**src/rtl/apb_mem_slave.sv**
```systemverilog
// APB completer backed by a DEPTH x DATA_WIDTH register file. It inserts a fixed
// number of wait states and flags out-of-range addresses with PSLVERR.
module apb_mem_slave #(
  parameter int ADDR_WIDTH  = 8,
  parameter int DATA_WIDTH  = 8,
  parameter int DEPTH       = 128,
  parameter int WAIT_STATES = 2
) (
  input  logic                  PCLK,
  input  logic                  PRST,
  input  logic                  PSEL,
  input  logic                  PENABLE,
  input  logic                  PWRITE,
  input  logic [ADDR_WIDTH-1:0] PADDR,
  input  logic [DATA_WIDTH-1:0] PWDATA,
  output logic [DATA_WIDTH-1:0] PRDATA,
  output logic                  PREADY,
  output logic                  PSLVERR
);

  localparam int IDX_W = (DEPTH > 1) ? $clog2(DEPTH) : 1;
  localparam logic [ADDR_WIDTH:0] DEPTH_C = (ADDR_WIDTH+1)'(DEPTH);

  typedef enum logic {IDLE, ACCESS} state_t;

  state_t                state_q, state_d;
  logic [3:0]            cnt_q, cnt_d;
  logic [IDX_W-1:0]      idx_q, idx_d;
  logic                  write_q, write_d;
  logic [DATA_WIDTH-1:0] wdata_q, wdata_d;
  logic                  err_q, err_d;
  logic                  pready_q, pready_d;
  logic                  pslverr_q, pslverr_d;
  logic [DATA_WIDTH-1:0] prdata_q, prdata_d;
  logic [DATA_WIDTH-1:0] mem_q [DEPTH];
  logic                  mem_we;
  logic                  setup_err;
  logic [IDX_W-1:0]      setup_idx;

  // Index is only used when the address is in range, so truncation never aliases.
  assign setup_err = ({1'b0, PADDR} >= DEPTH_C);
  assign setup_idx = PADDR[IDX_W-1:0];

  always_comb begin
    state_d   = state_q;
    cnt_d     = cnt_q;
    idx_d     = idx_q;
    write_d   = write_q;
    wdata_d   = wdata_q;
    err_d     = err_q;
    pready_d  = pready_q;
    pslverr_d = pslverr_q;
    prdata_d  = prdata_q;
    mem_we    = 1'b0;
    case (state_q)
      IDLE: begin
        if (PSEL && !PENABLE) begin
          idx_d   = setup_idx;
          write_d = PWRITE;
          wdata_d = PWDATA;
          err_d   = setup_err;
          cnt_d   = 4'(WAIT_STATES);
          state_d = ACCESS;
          if (WAIT_STATES == 0) begin
            pready_d  = 1'b1;
            pslverr_d = setup_err;
            if (!PWRITE)
              prdata_d = setup_err ? '0 : mem_q[setup_idx];
          end
        end
      end
      ACCESS: begin
        if (!(PSEL && PENABLE)) begin
          state_d   = IDLE;
          pready_d  = 1'b0;
          pslverr_d = 1'b0;
        end else if (pready_q) begin
          mem_we    = write_q && !err_q;
          pready_d  = 1'b0;
          pslverr_d = 1'b0;
          state_d   = IDLE;
        end else begin
          cnt_d = cnt_q - 4'd1;
          if (cnt_q == 4'd1) begin
            pready_d  = 1'b1;
            pslverr_d = err_q;
            if (!write_q)
              prdata_d = err_q ? '0 : mem_q[idx_q];
          end
        end
      end
      default: state_d = IDLE;
    endcase
  end

  always_ff @(posedge PCLK) begin
    if (PRST) begin
      state_q   <= IDLE;
      cnt_q     <= '0;
      idx_q     <= '0;
      write_q   <= 1'b0;
      wdata_q   <= '0;
      err_q     <= 1'b0;
      pready_q  <= 1'b0;
      pslverr_q <= 1'b0;
      prdata_q  <= '0;
    end else begin
      state_q   <= state_d;
      cnt_q     <= cnt_d;
      idx_q     <= idx_d;
      write_q   <= write_d;
      wdata_q   <= wdata_d;
      err_q     <= err_d;
      pready_q  <= pready_d;
      pslverr_q <= pslverr_d;
      prdata_q  <= prdata_d;
    end
  end

  // Writes commit only on the completion edge, after PREADY was seen high.
  always_ff @(posedge PCLK) begin
    if (PRST) begin
      for (int i = 0; i < DEPTH; i++) mem_q[i] <= '0;
    end else if (mem_we) begin
      mem_q[idx_q] <= wdata_q;
    end
  end

  assign PRDATA  = prdata_q;
  assign PREADY  = pready_q;
  assign PSLVERR = pslverr_q;

endmodule

```
**config.mk**
```make
export PLATFORM = sky130hd
export DESIGN_NAME = apb_mem_slave
export DESIGN_NICKNAME = d
export VERILOG_FILES = /design/src/rtl/apb_mem_slave.sv
export SDC_FILE = /design/constraint.sdc
export NUM_CORES = 2
export LEC_CHECK = 0
export ABC_AREA = 1
export CAP_MARGIN = 40
export CORE_MARGIN = 2
export CORE_UTILIZATION = 32
export CTS_CLUSTER_SIZE = 8
export DETAILED_ROUTE_END_ITERATION = 10
export PLACE_DENSITY = 0.51
export RECOVER_POWER = 25
export SYNTH_ARGS = -nofsm -noshare
export SYNTH_HDL_FRONTEND = slang
export SYNTH_SLANG_ARGS = --single-unit
```
**constraint.sdc**
```tcl
create_clock -name PCLK -period 2.2 [get_ports PCLK]
set_clock_uncertainty 0.15 [all_clocks]
set_input_delay 0.55 -clock PCLK [delete_from_list [all_inputs] [get_ports PCLK]]
set_output_delay 0.55 -clock PCLK [all_outputs]
set_load 0.05 [all_outputs]
```
# ---- Yosys cells after proc, flatten, opt, wreduce, memory -nomap -nowiden
# Memories as Yosys holds them, arrays and structs flattened. A register that Yosys moved wholly into a read port is not among the register bits.
# Index checks and enable logic that the tools add are counted.
# Widths: inputs -> output; s select.
dict set report totals {
  ff_bits 32
  ramBits 1024
  inputBits 21
  output_inout_bits 10
  memories 1
}
dict set report classes {
  addsub 1
  order_cmp 1
  n_eq_ne 5
  muxes 28
  bitwise 3
  n_reduce_logical 10
}
# memory words word_bits read_ports rd_clocked_by_memory_dff write_ports line
set memory_table {}
lappend memory_table {mem_q 128 8 1 1 128 35} ;# logic [DATA_WIDTH-1:0] mem_q [DEPTH];
# operator count
set op_table {}
lappend op_table {{$mux 7} 3}
lappend op_table {{$mux 1} 18}
lappend op_table {{$mux 8} 2}
lappend op_table {{$mux 4} 3}
lappend op_table {{$ge 8x8->1 const B} 1}
lappend op_table {{$pmux 4 s2} 1}
lappend op_table {{$reduce_or 8->1} 1}
lappend op_table {{$reduce_and 5->1} 1}
lappend op_table {{$eq 4x1->1 const B} 1}
lappend op_table {{$ne 2x2->1 const B} 2}
lappend op_table {{$reduce_and 2->1} 2}
lappend op_table {{$sub 4x1->4 const B} 1}
lappend op_table {{$logic_and 1x1->1} 3}
lappend op_table {{$ne 3x2->1 const B} 1}
lappend op_table {{$not 1->1} 3}
lappend op_table {{$reduce_and 3->1} 1}
lappend op_table {{$logic_not 1->1} 2}
lappend op_table {{$ne 2x1->1 const B} 1}
lappend op_table {{$pmux 1 s2} 1}

# ---- Depth between registers and ports, before layout
dict set report depth {
  depth_word 10
  ltp_mapped 14
  mapped_depth_nobuf 11
}

# ---- Worst setup path after synthesis
# Ideal clock, no wire load.
dict set report synth_timing {
  path_type {register to register}
  start {register pready_q, in the netlist PREADY}
  end {memory mem_q[17][0], enable pin}
  setup_time_ps 329
  t_arrival_ps 2084
  setup_slack_ps -363
  path_stages_with_launch 8
  path_buffers 1
  synth_period_minus_slack_ps 2563
  cell_sequence {dfxtp_1 > nand4_1 > nor4_2 > nand2_1 > nor2_1 > buf_2 > nand2_1 > nand2_1}
}
# element line
set synth_lines {}
lappend synth_lines {{from (decl)} 32} ;# logic pready_q, pready_d;
lappend synth_lines {{from (signal assigned)} 114} ;# pready_q <= pready_d;
lappend synth_lines {{to (decl)} 35}

==> flow_summary.ini <==
[place]
port_buffers = 30
dp_hpwl_um = 97900
gp_congestion = 0.876
pre_cts_ws_ps = -831
placed_cell_area_um2 = 54200

[critical_path]
rrSetupSlack_ps = -190
critPathKind = register to register
cp.required_ps = 2690
end_kind = register
cp-start-kind = register
crit_path_max_fanout = 8
arrival_ps = 2880

[grt]
antenna_found_initial = 0
grt_max_degree = 56
track_usage = 0.203
grt_pass1_vias = 36637
grt_pass1_wl_um = 230000
overflow = 0

[power_and_ir_drop]
power-per-cell-area_nw_per_um2 = 805
leakagePower_nw = 22.6
ir_worst_vdd_uv = 657

[timing]
setup_viol = 979
relSlewSlack = 0.554
tns_ps = -48220
setup_ws_ps = -193
rsz0062_at_grt = yes
fin_crit_ps = 2390
post-route-period-util = 1.09
slew_violations = 0
max_clock_freq_ghz = 0.418
worstMarginPinSlew_ps = 669
hold_viol = 0

[yosys]
synth.most_common_cell = nand2_1
yosys.area.top_type = edfxtp_1
synth_top_area_frac = 0.646
synth_top_family_by_area = simple AND/OR/NAND/NOR gates
synth_warnings = 0
synth_nets = 4982
synthCells = 4959
yosysSeqAreaShare = 0.662
netlist_top_cells_area = edfxtp_1, nand2_1, nand3_1
muxShareOfSynthArea = 0
synthAdderAreaFrac = 0.000525
synth_seq_cells = 1063
synthFlopType = edfxtp_1
synth_compound_area_frac = 0.00502
synth-xor-area-share = 0
netlist_top_cells_count = nand2_1, nor2_1, edfxtp_1, nand3_1, clkbuf_1
netlist_area_um2 = 47600
synth_simple_gate_area_frac = 0.299
synth-edff-count = 1024
avgSynthCellArea_um2 = 9.61
ys_async_sr_fraction = 0
synth_cell_types = 22

[die]
fp.dieH_um = 390
die-area_um2 = 152000
initial_utilization = 0.322
ios = 31
fp-row-count = 141
die_w_um = 390
core_area_um2 = 148000

[run_status]
violations = negative setup slack
status = finished, violations left

[routing]
drtIter0Drc = 3601
routed_wl_um = 157000
ant_nets = 0
route.detailed.drc = 0
via_per_inst = 5.14
wire_per_inst_um = 21.6
vias = 37341
first_pass_iters = 6

[cts]
cts_hold_buf = 0
numCtsBuffers = 151
cts_tree = built
clk_latency_ps = 770
cts_root_buf = clkbuf_16
htreeDepth = 4
cts.path.max_buffers = 3
clock_sinks = 1063
path_clk_slew_ps = 50

[finish]
regArea_um2 = 31500
syn_to_final_growth_pct = 30.7
fill_cells = 14143
final_layout_size_suffix_gt1_frac = 0.212
final_area_um2 = 62300
multi_input_area_um2 = 17300
diodes = 0
nets = 5308

[run]
max_cap_viol_count = 0

[worst_hold_path]
hold_class = primary input to register
sequential cells by signal, summed over array words and instances (netlist names), named ones only:
register	cells
mem_q	1024
PRDATA	8
wdata_q	8
idx_q	7
cnt_q	4
PREADY	1
PSLVERR	1
err_q	1
state_q	1
write_q	1
worst max-delay path, stage by stage, from the launching register on:
cell     delay [ps]
dfxtp_4         360
buf_12          150
inv_16           70
buf_12          130
buf_16          150
buf_16          150
buf_6           120
nand2_2          50
nand3_1          80
nand3_1         100
nand3_2          80
nand2_2         140
nand2_2          90
nand3_2         120
nand3_4         100
nand3_4         150
a21oi_2          60
final timing paths:
check	cells after the start	start	to
min	3	PADDR[7]	err_q
max	16	register	PRDATA[0]
max reg2reg	16	register	PRDATA[0]
min reg2reg	2	PSLVERR	PSLVERR
area by class of cell:
type,instances,area share
Inverter,34,0.00324
Multi-Input combinational cell,3500,0.277
Clock inverter,10,0.00211
Clock buffer,191,0.0648
Timing Repair Buffer,535,0.107
Sequential cell,1063,0.507
Tap cell,1930,0.0388
layer usage:
layer / GRT usage / share of wire / vias up
met5: 0 / 0 / -
met4: 0.0703 / 0.028 / 0
met3: 0.0306 / 0.066 / 255
met2: 0.328 / 0.47 / 1288
met1: 0.279 / 0.43 / 18376
li1: - / - / 17422
stage by stage:
stage / total power, mW / utilization / hold WS [ps] / cells
after global routing: 51.6 / 0.421 / 242 / 7263
after floorplan: 25.9 / - / 306 / 4959
after CTS: 50.3 / 0.410 / 192 / 7256
after detailed placement: 28.4 / 0.367 / 309 / 7012
final: 50.1 / 0.421 / 247 / 7263
after global placement: 28.4 / 0.367 / 305 / 7012
timing repair:
item | 4_1_cts | 5_1_grt
cloned | 20 | 3
resized for setup | 319 | 364
pin swaps | 65 | 24
setup buffers | 23 | 11
setup endpoints to repair | 413 | 1280
power by group:
group / total (mW) / switching [mW] / internal, mW / leakage [nW]
clock: 21.2 / 8.49 / 12.8 / 2.03
combinational: 5.83 / 3.89 / 1.95 / 9.66
sequential: 23.1 / 0.232 / 22.8 / 10.9
kinds of logic after synthesis:
family	after synthesis
adders and majority gates	2
buffers and inverters	396
and+or+nand+nor	3451
AOI/OAI and AO/OA	47
DFF	1063
layout by cell type (no fill, tap or decap), types with 3 or more instances in the layout:
master,count
a21oi_1,21
a21oi_2,7
buf_12,133
buf_16,25
buf_2,4
buf_4,266
buf_6,52
buf_8,7
bufbuf_16,7
clkbuf_1,41
clkbuf_16,159
clkbuf_2,7
clkbuf_4,5
clkdlybuf4s50_1,20
clkinv_8,3
dfxtp_1,34
dfxtp_4,3
edfxtp_1,1024
inv_1,20
inv_6,14
nand2_1,1234
nand2_2,120
nand2_4,16
nand2_8,55
nand3_1,810
nand3_2,125
nand3_4,23
nor2_1,969
nor2_2,25
nor2_4,64
nor3_1,5
o21ai_0,18
Note: power is estimated with default switching activity, not from simulation.
